**src/rtl/mhp_tx_arbiter.sv**
```systemverilog
// Round-robin arbiter that serialises one MHP frame at a time onto the shared eth byte port.
// The header is latched at grant. The payload streams from the winner's FWFT FIFO, and the SCS is summed on the fly.
module mhp_tx_arbiter #(
  parameter int unsigned N_REQ = 2
) (
  input  logic                 i_clk,
  input  logic                 i_rst,
  input  logic [15:0]          i_src_addr,
  input  logic [N_REQ-1:0]     i_req,
  input  logic [16*N_REQ-1:0]  i_dst,
  input  logic [16*N_REQ-1:0]  i_size,
  input  logic [8*N_REQ-1:0]   i_dtype,
  input  logic [8*N_REQ-1:0]   i_pld_data,
  output logic [N_REQ-1:0]     o_pld_rd,
  output logic [N_REQ-1:0]     o_grant,
  output logic [7:0]           o_wdata,
  output logic                 o_wvalid,
  input  logic                 i_wready,
  output logic                 o_busy,
  output logic                 o_frame_done
);

  localparam int unsigned IdxW = (N_REQ > 1) ? $clog2(N_REQ) : 1;

  typedef enum logic [3:0] {
    StIdle, StDst1, StDst2, StSrc1, StSrc2, StSize1, StSize2, StDtype, StPld, StScs1, StScs2,
    StDone
  } state_e;

  state_e          state_q, state_d;
  logic [IdxW-1:0] gnt_idx_q, gnt_idx_d;
  logic [IdxW-1:0] rr_q, rr_d;
  logic [15:0]     dst_q, dst_d;
  logic [15:0]     size_q, size_d;
  logic [7:0]      dtype_q, dtype_d;
  logic [15:0]     cnt_q, cnt_d;
  logic [15:0]     csum_q, csum_d;

  logic [IdxW-1:0]  win_idx, cand_idx;
  logic             win_found;
  int unsigned      cand;
  logic [N_REQ-1:0] gnt_oh;
  logic             in_frame;
  logic             xfer;
  logic             summed;

  // Search upward from the round-robin pointer, wrapping at N_REQ.
  always_comb begin
    win_idx   = '0;
    win_found = 1'b0;
    cand      = 0;
    cand_idx  = '0;
    for (int unsigned i = 0; i < N_REQ; i++) begin
      cand = 32'(rr_q) + i;
      if (cand >= N_REQ) cand = cand - N_REQ;
      cand_idx = IdxW'(cand);
      if (!win_found && i_req[cand_idx]) begin
        win_found = 1'b1;
        win_idx   = cand_idx;
      end
    end
  end

  assign gnt_oh   = N_REQ'(1) << gnt_idx_q;
  assign in_frame = (state_q != StIdle) && (state_q != StDone);
  assign xfer     = o_wvalid && i_wready;
  assign summed   = in_frame && (state_q != StScs1) && (state_q != StScs2);

  always_comb begin
    o_wdata  = 8'h00;
    o_wvalid = 1'b1;
    case (state_q)
      StDst1:  o_wdata = dst_q[15:8];
      StDst2:  o_wdata = dst_q[7:0];
      StSrc1:  o_wdata = i_src_addr[15:8];
      StSrc2:  o_wdata = i_src_addr[7:0];
      StSize1: o_wdata = size_q[15:8];
      StSize2: o_wdata = size_q[7:0];
      StDtype: o_wdata = dtype_q;
      StPld:   o_wdata = i_pld_data[32'(gnt_idx_q)*8 +: 8];
      StScs1:  o_wdata = csum_q[15:8];
      StScs2:  o_wdata = csum_q[7:0];
      default: o_wvalid = 1'b0;
    endcase
  end

  assign o_grant      = in_frame ? gnt_oh : '0;
  assign o_busy       = in_frame;
  assign o_pld_rd     = ((state_q == StPld) && i_wready) ? gnt_oh : '0;
  assign o_frame_done = (state_q == StDone);

  always_comb begin
    state_d   = state_q;
    gnt_idx_d = gnt_idx_q;
    rr_d      = rr_q;
    dst_d     = dst_q;
    size_d    = size_q;
    dtype_d   = dtype_q;
    cnt_d     = cnt_q;
    csum_d    = csum_q;
    if (xfer && summed) csum_d = csum_q + {8'h00, o_wdata};
    unique case (state_q)
      StIdle: begin
        if (win_found) begin
          gnt_idx_d = win_idx;
          dst_d     = i_dst[32'(win_idx)*16 +: 16];
          size_d    = i_size[32'(win_idx)*16 +: 16];
          dtype_d   = i_dtype[32'(win_idx)*8 +: 8];
          csum_d    = 16'h0000;
          state_d   = StDst1;
        end
      end
      StDst1:  if (xfer) state_d = StDst2;
      StDst2:  if (xfer) state_d = StSrc1;
      StSrc1:  if (xfer) state_d = StSrc2;
      StSrc2:  if (xfer) state_d = StSize1;
      StSize1: if (xfer) state_d = StSize2;
      StSize2: if (xfer) state_d = StDtype;
      StDtype: begin
        if (xfer) begin
          cnt_d   = 16'h0000;
          state_d = (size_q == 16'h0000) ? StScs1 : StPld;
        end
      end
      StPld: begin
        if (xfer) begin
          if (cnt_q == size_q - 16'd1) state_d = StScs1;
          else                         cnt_d   = cnt_q + 16'd1;
        end
      end
      StScs1: if (xfer) state_d = StScs2;
      StScs2: if (xfer) state_d = StDone;
      StDone: begin
        rr_d    = (gnt_idx_q == IdxW'(N_REQ - 1)) ? '0 : gnt_idx_q + IdxW'(1);
        state_d = StIdle;
      end
      default: state_d = StIdle;
    endcase
  end

  always_ff @(posedge i_clk) begin
    if (i_rst) begin
      state_q   <= StIdle;
      gnt_idx_q <= '0;
      rr_q      <= '0;
      dst_q     <= 16'h0000;
      size_q    <= 16'h0000;
      dtype_q   <= 8'h00;
      cnt_q     <= 16'h0000;
      csum_q    <= 16'h0000;
    end else begin
      state_q   <= state_d;
      gnt_idx_q <= gnt_idx_d;
      rr_q      <= rr_d;
      dst_q     <= dst_d;
      size_q    <= size_d;
      dtype_q   <= dtype_d;
      cnt_q     <= cnt_d;
      csum_q    <= csum_d;
    end
  end

endmodule

```
**config.mk**
```make
export PLATFORM = sky130hd
export DESIGN_NAME = mhp_tx_arbiter
export DESIGN_NICKNAME = d
export VERILOG_FILES = /design/src/rtl/mhp_tx_arbiter.sv
export SDC_FILE = /design/constraint.sdc
export NUM_CORES = 1
export LEC_CHECK = 0
export BUFFER_PORTS_ARGS = -buffer_cell sky130_fd_sc_hd__buf_2
export CORE_MARGIN = 2
export CORE_UTILIZATION = 59
export DETAILED_ROUTE_END_ITERATION = 8
export GPL_ROUTABILITY_DRIVEN = 0
export PLACE_DENSITY = 0.87
export SLEW_MARGIN = 20
export SYNTH_ARGS = -nofsm -noshare
export SYNTH_HDL_FRONTEND = slang
export SYNTH_SLANG_ARGS = --single-unit
```
**constraint.sdc**
```tcl
create_clock -name i_clk -period 5.2 [get_ports i_clk]
set_input_delay 0.26 -clock i_clk [delete_from_list [all_inputs] [get_ports i_clk]]
set_output_delay 0.26 -clock i_clk [all_outputs]
set_load 0.01 [all_outputs]
```
==> flow_metrics.env, run 1 <==
export IMPL_status="finished clean"
export IMPL_grt_pass1_vias=5301
export IMPL_grt_first_pass_wirelength_mm=24.96
export IMPL_row_count=35
export IMPL_cts_resized=0
export IMPL_hold_ws_ps=226.0
export IMPL_slowest_delay_ps=980
export IMPL_clkPwrFrac_pct=26.6
export IMPL_crit_type="reg2reg"
export IMPL_r2r_start="state_q[3]"
export IMPL_layout_commonest_cell="buf_2"
export IMPL_netlist_area_leader_share_pct=28.43
export IMPL_p_leak_nw=2.683
export IMPL_relSlewSlack_pct=33.08
export IMPL_peakVddDrop_mv=0.2136
export IMPL_die_area_mm2=0.01010
export IMPL_fin_crit_sh_pct=84.22
export IMPL_holdPathStages=3
export IMPL_reg2reg_setup_slack_ps=820
export IMPL_first_pass_iters=7
export IMPL_crit_path_max_fanout=33
export IMPL_vias=5728
export IMPL_holdPathEnd="size_q[0]"
export IMPL_viasPerCell=6.443
export IMPL_synth_distinct_cells=71
export IMPL_grt_use_total_pct=31.07
export IMPL_crit_buf_inv=0
export IMPL_p_per_area_mw_per_mm2=293.0
export IMPL_worst_setup_path_start_kind="flop"
export IMPL_cp_arrival_ps=4670
export IMPL_synth_avg_cell_area_um2=8.030
export IMPL_htree_num_levels=3
export IMPL_netSwitchingPower_mw=0.6700
export IMPL_wl_per_cell_um=17.70
export IMPL_yosys_top_cells_area="dfxtp_1 (28%), mux2i_1 (11%), a211oi_1 (6.2%)"
export IMPL_area_growth_syn_to_layout_pct=14.74
export IMPL_core_mm2=0.009153
export IMPL_place_area_mm2=0.006095
export IMPL_timing_rr_end="csum_q[8]"
export IMPL_ys_ff_latch=78
export IMPL_clock_latency_ps=360
export IMPL_switching_share_pct=36.28
export IMPL_worstPathCellList="nand2b_1 -> o22ai_1 -> a221oi_1 -> o311ai_0 -> ha_1 -> fa_1 -> a21o_1 -> a21oi_1 -> o21bai_1 -> a21oi_1 -> o21bai_1 -> a21oi_1 -> o21ai_0 -> a21oi_1"
export IMPL_dieHeight_um=100.5
export IMPL_rsz0062_at_grt="false"
export IMPL_port_buffers=131
export IMPL_critPathRequiredTime_ps=5490
export IMPL_nNetsFinal=903
export IMPL_drt_iter0_markers=790
export IMPL_synth_warnings=0
export IMPL_grt_ovfl_total=0
export IMPL_rr_worst_depth=14
export IMPL_async_reset_ff_share_pct=0
export IMPL_drcViolationCount=0
export IMPL_combPwrFrac_pct=32.9
export IMPL_end_kind="flop"
export IMPL_post_cts_buffers=0
export IMPL_hp_class="in2reg"
export IMPL_hold_violations=0
export IMPL_drv_slew=0
export IMPL_drtAntennaViolNets=0
export IMPL_numCtsBuffers=9
export IMPL_maxCapViolations=0
export IMPL_pin_count=132
export IMPL_cts_tree="done"
export IMPL_max_clock_freq_ghz=0.2283
export IMPL_die_w_um=100.5
export IMPL_clk_path_buf_depth=2
export IMPL_path_clk_slew_ps=80
export IMPL_syn_inst=684
export IMPL_slowest_stage="dfxtp_1"
export IMPL_start_util_pct=60.01
export IMPL_antenna_found_initial=0
export IMPL_synth_nets=812
export IMPL_dp_slack_ps=994.4
export IMPL_synth_edf_count=0
export IMPL_fin_ws_ps=820.5
export IMPL_period_needed_ps=4380
export IMPL_setup_viol=0
export IMPL_fin_skew_ps=9.045
export IMPL_min_from="i_size[16]"
export IMPL_max_slew_worst_pin_slew_ps=1002
export IMPL_setup_tns_ps=0
export IMPL_root_buffer="clkbuf_8"
export IMPL_wl_mm=15.74
export IMPL_p_int_mw=1.177
export IMPL_final_cell_mix="buf_2 (131), dfxtp_1 (78), nor2_1 (71)"
export IMPL_holdBufCountCts=0
export IMPL_ys_seq_area_share_pct=28.43
export IMPL_grt_max_degree=81
export IMPL_syn_area_mm2=0.005493
export IMPL_drive_gt1_share_pct=23.78
export IMPL_final_area_mm2=0.006302
export IMPL_synth_ff_type="dfxtp_1"
export IMPL_crit_family="compound AO/OA/AOI/OAI gates"
export IMPL_fill_cells=752
export IMPL_diodes=0
export IMPL_clkSinkCount=78
export IMPL_seqPwrFrac_pct=40.5
export IMPL_yosysTopAreaCell="dfxtp_1"
export IMPL_worst_path_most_repeated_cell="a21oi_1"
export IMPL_dp_final_hpwl_mm=11.75
[synthesized netlist by cell type, types with 8 or more instances]
library cell and instances:
a22oi_1 8, or2_2 10, nor2_1 72, a31oi_1 8, clkbuf_1 47, and3_1 8, nor2b_1 8, a21oi_1 36
nand3_1 28, mux2i_1 61, a22o_1 9, ha_1 10, nand2_1 58, xnor2_1 18, xor2_1 8, inv_1 17
o21ai_0 22, a211oi_1 45, mux2_2 8, dfxtp_1 78, nor3_1 12
[sequential cells by signal (all words and copies together), names as in the netlist]
name and cells:
cnt_q 16, csum_q 16, dst_q 16, dtype_q 8
gnt_idx_q 1, rr_q 1, size_q 16, state_q 4
[layer usage]
| metal | up-vias | part of all wire (%) | track usage [%] |
|---|---|---|---|
| li1 | 2714 | - | - |
| met1 | 2594 | 40 | 39.19 |
| met2 | 355 | 47 | 50.49 |
| met3 | 65 | 9.8 | 5.895 |
| met4 | 0 | 3.9 | 16.33 |
| met5 | - | 0 | 0 |
[worst min-delay path: cells and delay by family]
| family | cells | cell delay, ps |
|---|---|---|
| buffers and inverters | 1 | 90 |
| multiplexers | 1 | 110 |
| AO/OA/AOI/OAI | 1 | 80 |
[through the flow]
| step | utilization (%) | instances | power (mW) |
|---|---|---|---|
| floorplan | - | 684 | 1.171 |
| global placement | 66.59 | 875 | 1.320 |
| detailed placement | 66.59 | 875 | 1.346 |
| CTS | 68.79 | 889 | 1.830 |
| global route | 68.86 | 889 | 1.934 |
| finish | 68.86 | 889 | 1.847 |
[worst max-delay path by stage]
stage	slack (ps)	end	from	cells after the start
2_1_floorplan	1470	csum_q[10]	state_q[0]	19
3_3_place_gp	1180	csum_q[12]	state_q[0]	17
4_1_cts	940	csum_q[8]	state_q[0]	17
6_report	820	csum_q[8]	state_q[3]	14
3_5_place_dp	990	csum_q[12]	state_q[0]	17
5_1_grt	570	csum_q[8]	state_q[3]	16
[cell families (layout without fill, tap and decap cells)]
logic type	after synthesis	count (layout)	synth area share, %
AOI/OAI and AO/OA	186	186	24.31
DFF	78	78	28.43
and+or+nand+nor	239	239	21.48
adders and majority gates	11	11	2.642
xor gates and xnor gates	26	26	4.146
muxes	70	70	13.17
buffers and inverters	74	168	5.831
[layout make-up]
cell class | count | area [um^2] | area share [%]
clock buffers | 10 | 127.6 | 2.025
clock inverters | 4 | 73.82 | 1.171
inverters | 17 | 63.81 | 1.013
multi-input cells | 532 | 3636 | 57.69
flip-flops and latches | 78 | 1562 | 24.78
well taps | 111 | 138.9 | 2.204
repair buffers | 137 | 700.7 | 11.12
[power groups by stage]
stage | logic, mW | clock network [mW] | registers (mW)
finish | 0.607 | 0.492 | 0.748
global route | 0.665 | 0.517 | 0.753
CTS | 0.594 | 0.493 | 0.743
detailed placement | 0.589 | 0 | 0.757
global placement | 0.567 | 0 | 0.754
floorplan | 0.463 | 0 | 0.709
Power figures use the tool's default switching activity.
==> inputs of run 2 (changes only) <==
--- a/config.mk
+++ b/config.mk
@@ -5,12 +5,13 @@
 export SDC_FILE = /design/constraint.sdc
 export NUM_CORES = 1
 export LEC_CHECK = 0
+export ABC_AREA = 1
 export BUFFER_PORTS_ARGS = -buffer_cell sky130_fd_sc_hd__buf_2
 export CORE_MARGIN = 2
-export CORE_UTILIZATION = 59
+export CORE_UTILIZATION = 54
 export DETAILED_ROUTE_END_ITERATION = 8
 export GPL_ROUTABILITY_DRIVEN = 0
-export PLACE_DENSITY = 0.87
+export PLACE_DENSITY = 0.81
 export SLEW_MARGIN = 20
 export SYNTH_ARGS = -nofsm -noshare
 export SYNTH_HDL_FRONTEND = slang
==> constraint.sdc (replaced) <==
create_clock -name i_clk -period 4.1 [get_ports i_clk]
set_input_delay 0.205 -clock i_clk [delete_from_list [all_inputs] [get_ports i_clk]]
set_output_delay 0.205 -clock i_clk [all_outputs]
set_load 0.01 [all_outputs]
==> run 2 against run 1 <==
Register-to-register slack worse by 300 ps. Clock skew fell by 0.74 ps. Cell area fell by 1.1%. Flip-flop and latch count unchanged. Setup slack got worse by 300 ps. First-iteration DRC count decreased by 41%. Count of clock-buffer cells in the layout increased by 2. Sequential power grew 52%. Critical path type unchanged.
==> flow_metrics.env, run 2 <==
export IMPL_peakVddDrop_mv=0.3201
export IMPL_wl_mm=16.74
export IMPL_max_slew_worst_pin_slew_ps=682.0
export IMPL_synth_avg_cell_area_um2=6.491
export IMPL_setup_tns_ps=0
export IMPL_syn_inst=815
export IMPL_core_mm2=0.009639
export IMPL_start_util_pct=54.88
export IMPL_worst_setup_path_start_kind="flop"
export IMPL_grt_first_pass_wirelength_mm=26.44
export IMPL_die_w_um=103.0
export IMPL_synth_distinct_cells=45
export IMPL_diodes=0
export IMPL_hp_class="in2reg"
export IMPL_maxCapViolations=0
export IMPL_drt_iter0_markers=467
export IMPL_holdBufCountCts=0
export IMPL_post_cts_buffers=0
export IMPL_rsz0062_at_grt="false"
export IMPL_crit_type="reg2reg"
export IMPL_post_route_util_pct=64.64
export IMPL_wl_per_cell_um=15.60
export IMPL_grt_ovfl_total=0
export IMPL_final_area_mm2=0.006231
export IMPL_first_pass_iters=5
export IMPL_numCtsBuffers=9
export IMPL_synth_nets=943
export IMPL_critPathRequiredTime_ps=4370
export IMPL_clkSinkCount=78
export IMPL_synth_common_cells="nand2_1 (168), nor2_1 (159), inv_1 (91)"
export IMPL_hold_violations=0
export IMPL_dieHeight_um=103.0
export IMPL_nNetsFinal=1063
export IMPL_path_clk_slew_ps=90
export IMPL_dp_slack_ps=680.5
export IMPL_htree_num_levels=3
export IMPL_grt_use_total_pct=32.16
export IMPL_synth_simple_gate_area_share_pct=34.41
export IMPL_setup_viol=0
export IMPL_synth_top_family_by_area="simple AND/OR/NAND/NOR gates"
export IMPL_cts_resized=0
export IMPL_row_count=36
export IMPL_crit_path_max_fanout=18
export IMPL_drive_gt1_share_pct=19.04
export IMPL_drv_slew=0
export IMPL_synth_warnings=0
export IMPL_cts_tree="done"
export IMPL_yosysMostFrequentCell="nand2_1"
export IMPL_reg2reg_setup_slack_ps=520
export IMPL_drtAntennaViolNets=0
export IMPL_syn_area_mm2=0.005290
export IMPL_fill_cells=967
export IMPL_synth_ff_type="dfxtp_1"
export IMPL_fin_crit_sh_pct=87.37
export IMPL_max_clock_freq_ghz=0.2791
export IMPL_area_growth_syn_to_layout_pct=17.79
export IMPL_final_cell_mix="nand2_1 (168), nor2_1 (159), buf_2 (131)"
export IMPL_fin_skew_ps=8.309
export IMPL_grt_max_degree=42
export IMPL_place_area_mm2=0.006022
export IMPL_async_reset_ff_share_pct=0
export IMPL_clock_latency_ps=360
export IMPL_ys_seq_area_share_pct=29.52
export IMPL_end_kind="flop"
export IMPL_synth_fa_ha_area_share_pct=2.744
export IMPL_cp_arrival_ps=3850
export IMPL_dp_final_hpwl_mm=12.72
export IMPL_synth_compound_area_share_pct=18.87
export IMPL_antenna_found_initial=0
export IMPL_yosysTopAreaCell="dfxtp_1"
export IMPL_p_per_area_mw_per_mm2=635.7
export IMPL_synth_xor_area_share_pct=3.974
export IMPL_layout_commonest_cell="nand2_1"
export IMPL_relSlewSlack_pct=54.37
export IMPL_period_needed_ps=3582
export IMPL_grt_pass1_vias=5655
export IMPL_port_buffers=131
export IMPL_synth_edf_count=0
export IMPL_yosys_top_cells_area="dfxtp_1 (30%), nand2_1 (12%), nor2_1 (11%)"
export IMPL_synthMuxAreaShare_pct=1.135
export IMPL_viasPerCell=5.664
export IMPL_vias=6077
export IMPL_ys_ff_latch=78
export IMPL_root_buffer="clkbuf_8"
export IMPL_fin_ws_ps=517.6
export IMPL_p_leak_nw=2.712
export IMPL_pin_count=132
export IMPL_clk_path_buf_depth=2
export IMPL_netlist_area_leader_share_pct=29.52
export IMPL_die_area_mm2=0.01060
export IMPL_status="finished clean"
export IMPL_drcViolationCount=0
[run 2: cell count changes after synthesis, moves of 11 or more]
| cell | delta |
|---|---|
| o21ai_0 | +11 |
| xnor2_1 | -12 |
| nand3_1 | +15 |
| o32ai_1 | +30 |
| clkbuf_1 | -28 |
| a211oi_1 | -44 |
| mux2i_1 | -55 |
| nand2_1 | +110 |
| inv_1 | +74 |
| nor2_1 | +87 |
[run 2: stage by stage]
stage                     power (mW)  cells  hold WS [ps]
after CTS                      3.922   1073         114.3
after detailed placement       3.289   1057         448.0
after global placement         3.268   1057         445.1
final                          3.961   1073         120.8
after floorplan                2.718    815         389.3
after global routing           4.260   1073         136.6
[run 2: path summary, 6_finish.rpt]
check                                 from         end  depth (start not counted)
worst min register to register  dtype_q[3]  dtype_q[3]                          2
worst min-delay path             i_dst[21]    dst_q[5]                          3
worst max register to register  state_q[3]  csum_q[14]                         19
worst max-delay path            state_q[3]  csum_q[14]                         19
[run 2: kinds of logic after synthesis]
logic type / Yosys count
adders and majority gates: 11
AOI/OAI and AO/OA: 151
xor gates and xnor gates: 24
buffers and inverters: 124
muxes: 6
and+or+nand+nor: 421
DFF: 78
[run 2: area by class of cell]
type	count	area, um^2	area share (%)
timing repair buffer	136	693.2	11.12
inverter	97	366.6	5.884
multi-input combinational	613	3234	51.91
tap	133	166.4	2.671
clock inverter	4	53.80	0.8635
clock buffer	12	155.1	2.490
sequential	78	1562	25.06
[run 2: power by group]
part | switching [mW] | internal [mW] | leakage, nW
clock | 0.311 | 0.317 | 0.0992
sequential | 0.175 | 0.968 | 0.637
combinational | 1.46 | 0.726 | 1.98
total | 1.95 | 2.01 | 2.71
[run 2: critical path, cell delays in order (launching register included)]
cell	delay, ps
dfxtp_1	400
inv_1	70
nor2_1	130
inv_1	100
nor2_1	380
inv_1	170
buf_4	240
o32ai_1	250
nor4_1	90
o221ai_1	110
ha_1	280
fa_1	250
a31oi_1	150
o21bai_1	200
nand2_1	110
nor2_4	130
nand2_2	90
nor3_2	140
a21oi_1	90
o21a_1	120
[run 2: routing by layer]
layer / global-route usage [%] / share of wire, % / up-vias
li1: - / - / 2966
met1: 37.51 / 39 / 2727
met2: 55.59 / 47 / 318
met3: 6.644 / 8.9 / 66
met4: 16.50 / 4.9 / 0
met5: 0 / 0 / -
==> inputs of run 3 (changes only) <==
--- a/config.mk
+++ b/config.mk
@@ -8,10 +8,10 @@
 export ABC_AREA = 1
 export BUFFER_PORTS_ARGS = -buffer_cell sky130_fd_sc_hd__buf_2
 export CORE_MARGIN = 2
-export CORE_UTILIZATION = 54
+export CORE_UTILIZATION = 45
 export DETAILED_ROUTE_END_ITERATION = 8
 export GPL_ROUTABILITY_DRIVEN = 0
-export PLACE_DENSITY = 0.81
+export PLACE_DENSITY = 0.69
 export SLEW_MARGIN = 20
 export SYNTH_ARGS = -nofsm -noshare
 export SYNTH_HDL_FRONTEND = slang
==> run 3 against run 2 <==
Final cell count is 0.84% higher. Critical path type unchanged. Worst hold slack improved by 19 ps. Combinational power is essentially flat. Sequential power is essentially flat. Flip-flop and latch count unchanged. Via count fell by 3.7%. Clock skew shrank 1.8 ps. Largest cell class unchanged. Register-to-register slack got worse by 70 ps. First-iteration DRC count fell by 4.1%.
==> flow_metrics.env, run 3 (synthesis gave the netlist of run 2 again) <==
export IMPL_fin_skew_ps=6.525
export IMPL_cts_resized=0
export IMPL_row_count=39
export IMPL_clkSinkCount=78
export IMPL_clk_path_buf_depth=2
export IMPL_p_leak_nw=2.767
export IMPL_viasPerCell=5.408
export IMPL_p_per_area_mw_per_mm2=662.7
export IMPL_area_growth_syn_to_layout_pct=20.20
export IMPL_combPwrFrac_pct=51.7
export IMPL_switching_share_pct=46.41
export IMPL_grt_first_pass_wirelength_mm=27.58
export IMPL_grt_max_degree=42
export IMPL_post_route_util_pct=55.45
export IMPL_fin_crit_sh_pct=88.97
export IMPL_vias=5851
export IMPL_first_pass_iters=5
export IMPL_end_kind="flop"
export IMPL_drt_iter0_markers=448
export IMPL_slowest_stage="dfxtp_1"
export IMPL_post_cts_buffers=0
export IMPL_setup_tns_ps=0
export IMPL_drive_gt1_share_pct=18.96
export IMPL_period_needed_ps=3648
export IMPL_htree_num_levels=3
export IMPL_power_mw=4.214
export IMPL_worst_path_most_repeated_cell="inv_1"
export IMPL_fill_cells=1164
export IMPL_cts_tree="done"
export IMPL_worst_setup_path_start_kind="flop"
export IMPL_antenna_found_initial=0
export IMPL_root_buffer="clkbuf_16"
export IMPL_path_clk_slew_ps=60
export IMPL_peakVddDrop_mv=0.4406
export IMPL_wl_per_cell_um=15.96
export IMPL_clkPwrFrac_pct=21.0
export IMPL_max_clock_freq_ghz=0.2742
export IMPL_dp_final_hpwl_mm=13.12
export IMPL_relSlewSlack_pct=44.02
export IMPL_cp_arrival_ps=3880
export IMPL_start_util_pct=46.13
export IMPL_pin_count=132
export IMPL_grt_use_total_pct=27.42
export IMPL_clock_latency_ps=340
export IMPL_diodes=0
export IMPL_numCtsBuffers=9
export IMPL_die_w_um=112.4
export IMPL_crit_path_max_fanout=16
export IMPL_grt_ovfl_total=0
export IMPL_p_int_mw=2.259
export IMPL_wl_mm=17.27
export IMPL_drcViolationCount=0
export IMPL_max_slew_worst_pin_slew_ps=836.7
export IMPL_die_area_mm2=0.01264
export IMPL_port_buffers=131
export IMPL_final_cell_mix="nand2_1 (168), nor2_1 (159), buf_2 (131)"
export IMPL_rsz0062_at_grt="false"
export IMPL_hold_ws_ps=139.9
export IMPL_place_area_mm2=0.006035
export IMPL_worstPathCellList="inv_1 -> nor2_1 -> inv_1 -> nor2_1 -> inv_1 -> buf_4 -> o32ai_1 -> nor4_1 -> o221ai_1 -> ha_1 -> fa_1 -> a31oi_1 -> o21bai_1 -> nand2_1 -> nor2_4 -> nand2_2 -> nor3_2 -> a21oi_1 -> o21a_1"
export IMPL_setup_viol=0
export IMPL_dieHeight_um=112.4
export IMPL_crit_type="reg2reg"
export IMPL_hold_violations=0
export IMPL_netSwitchingPower_mw=1.956
export IMPL_grt_pass1_vias=5505
export IMPL_multi_input_area_mm2=0.003234
export IMPL_maxCapViolations=0
export IMPL_drv_slew=0
export IMPL_status="finished clean"
export IMPL_slowest_delay_ps=380
export IMPL_regArea_mm2=0.001562
export IMPL_core_mm2=0.01147
export IMPL_critPathRequiredTime_ps=4340
export IMPL_seqPwrFrac_pct=27.3
export IMPL_drtAntennaViolNets=0
export IMPL_layout_commonest_cell="nand2_1"
export IMPL_nNetsFinal=1063
export IMPL_hp_class="in2reg"
export IMPL_holdBufCountCts=0
export IMPL_final_area_mm2=0.006359
-- run 3: cell count changes in the layout (fill, tap and decap cells not counted), sizes merged --
cell,change
clkinvlp,-1
bufinv,+1
inv,-1
-- run 3: area by class of cell --
type / count / share of cell area, %
sequential: 78 / 24.56
clock inverter: 3 / 1.063
timing repair buffer: 136 / 10.90
clock buffer: 12 / 4.034
multi-input combinational: 613 / 50.87
inverter: 97 / 5.765
tap: 143 / 2.814
-- run 3: final timing paths --
path | start | end | slack, ps | cells after the start
worst max-delay path | state_q[3] | csum_q[14] | 450 | 19
worst min-delay path | i_dst[23] | dst_q[7] | 140 | 3
worst max register to register | state_q[3] | csum_q[14] | 450 | 19
worst min register to register | dst_q[5] | dst_q[5] | 460 | 2
-- run 3: metrics by stage --
stage / std cells / worst slack (ps)
finish: 1082 / 452.4
global route: 1082 / 47.88
CTS: 1082 / 485.0
detailed placement: 1067 / 528.3
global placement: 1067 / 713.8
floorplan: 815 / 1037
-- run 3: worst max-delay path: cells and delay by family, from the launching register on --
family | cells | cell delay [ps]
flip-flops | 1 | 380
AO/OA/AOI/OAI | 6 | 1010
buffers and inverters | 4 | 600
adder cells (fa/ha/maj) | 2 | 500
AND/OR/NAND/NOR | 7 | 1020
-- run 3: power groups by stage --
stage | sequential, mW | combinational [mW] | clock (mW)
2_1_floorplan | 1.10 | 1.62 | 0
3_3_place_gp | 1.16 | 2.14 | 0
3_5_place_dp | 1.16 | 2.14 | 0
4_1_cts | 1.15 | 2.16 | 0.891
5_1_grt | 1.18 | 2.45 | 0.919
6_report | 1.15 | 2.18 | 0.884
-- run 3: routing by layer --
layer,wire length [um],share of wire [%],track usage [%],vias to the layer above
met5,0,0,0,-
met4,778,4.5,13.33,0
met3,988,5.7,4.320,50
met2,8135,47,45.62,218
met1,7362,43,34.74,2618
li1,-,-,-,2965
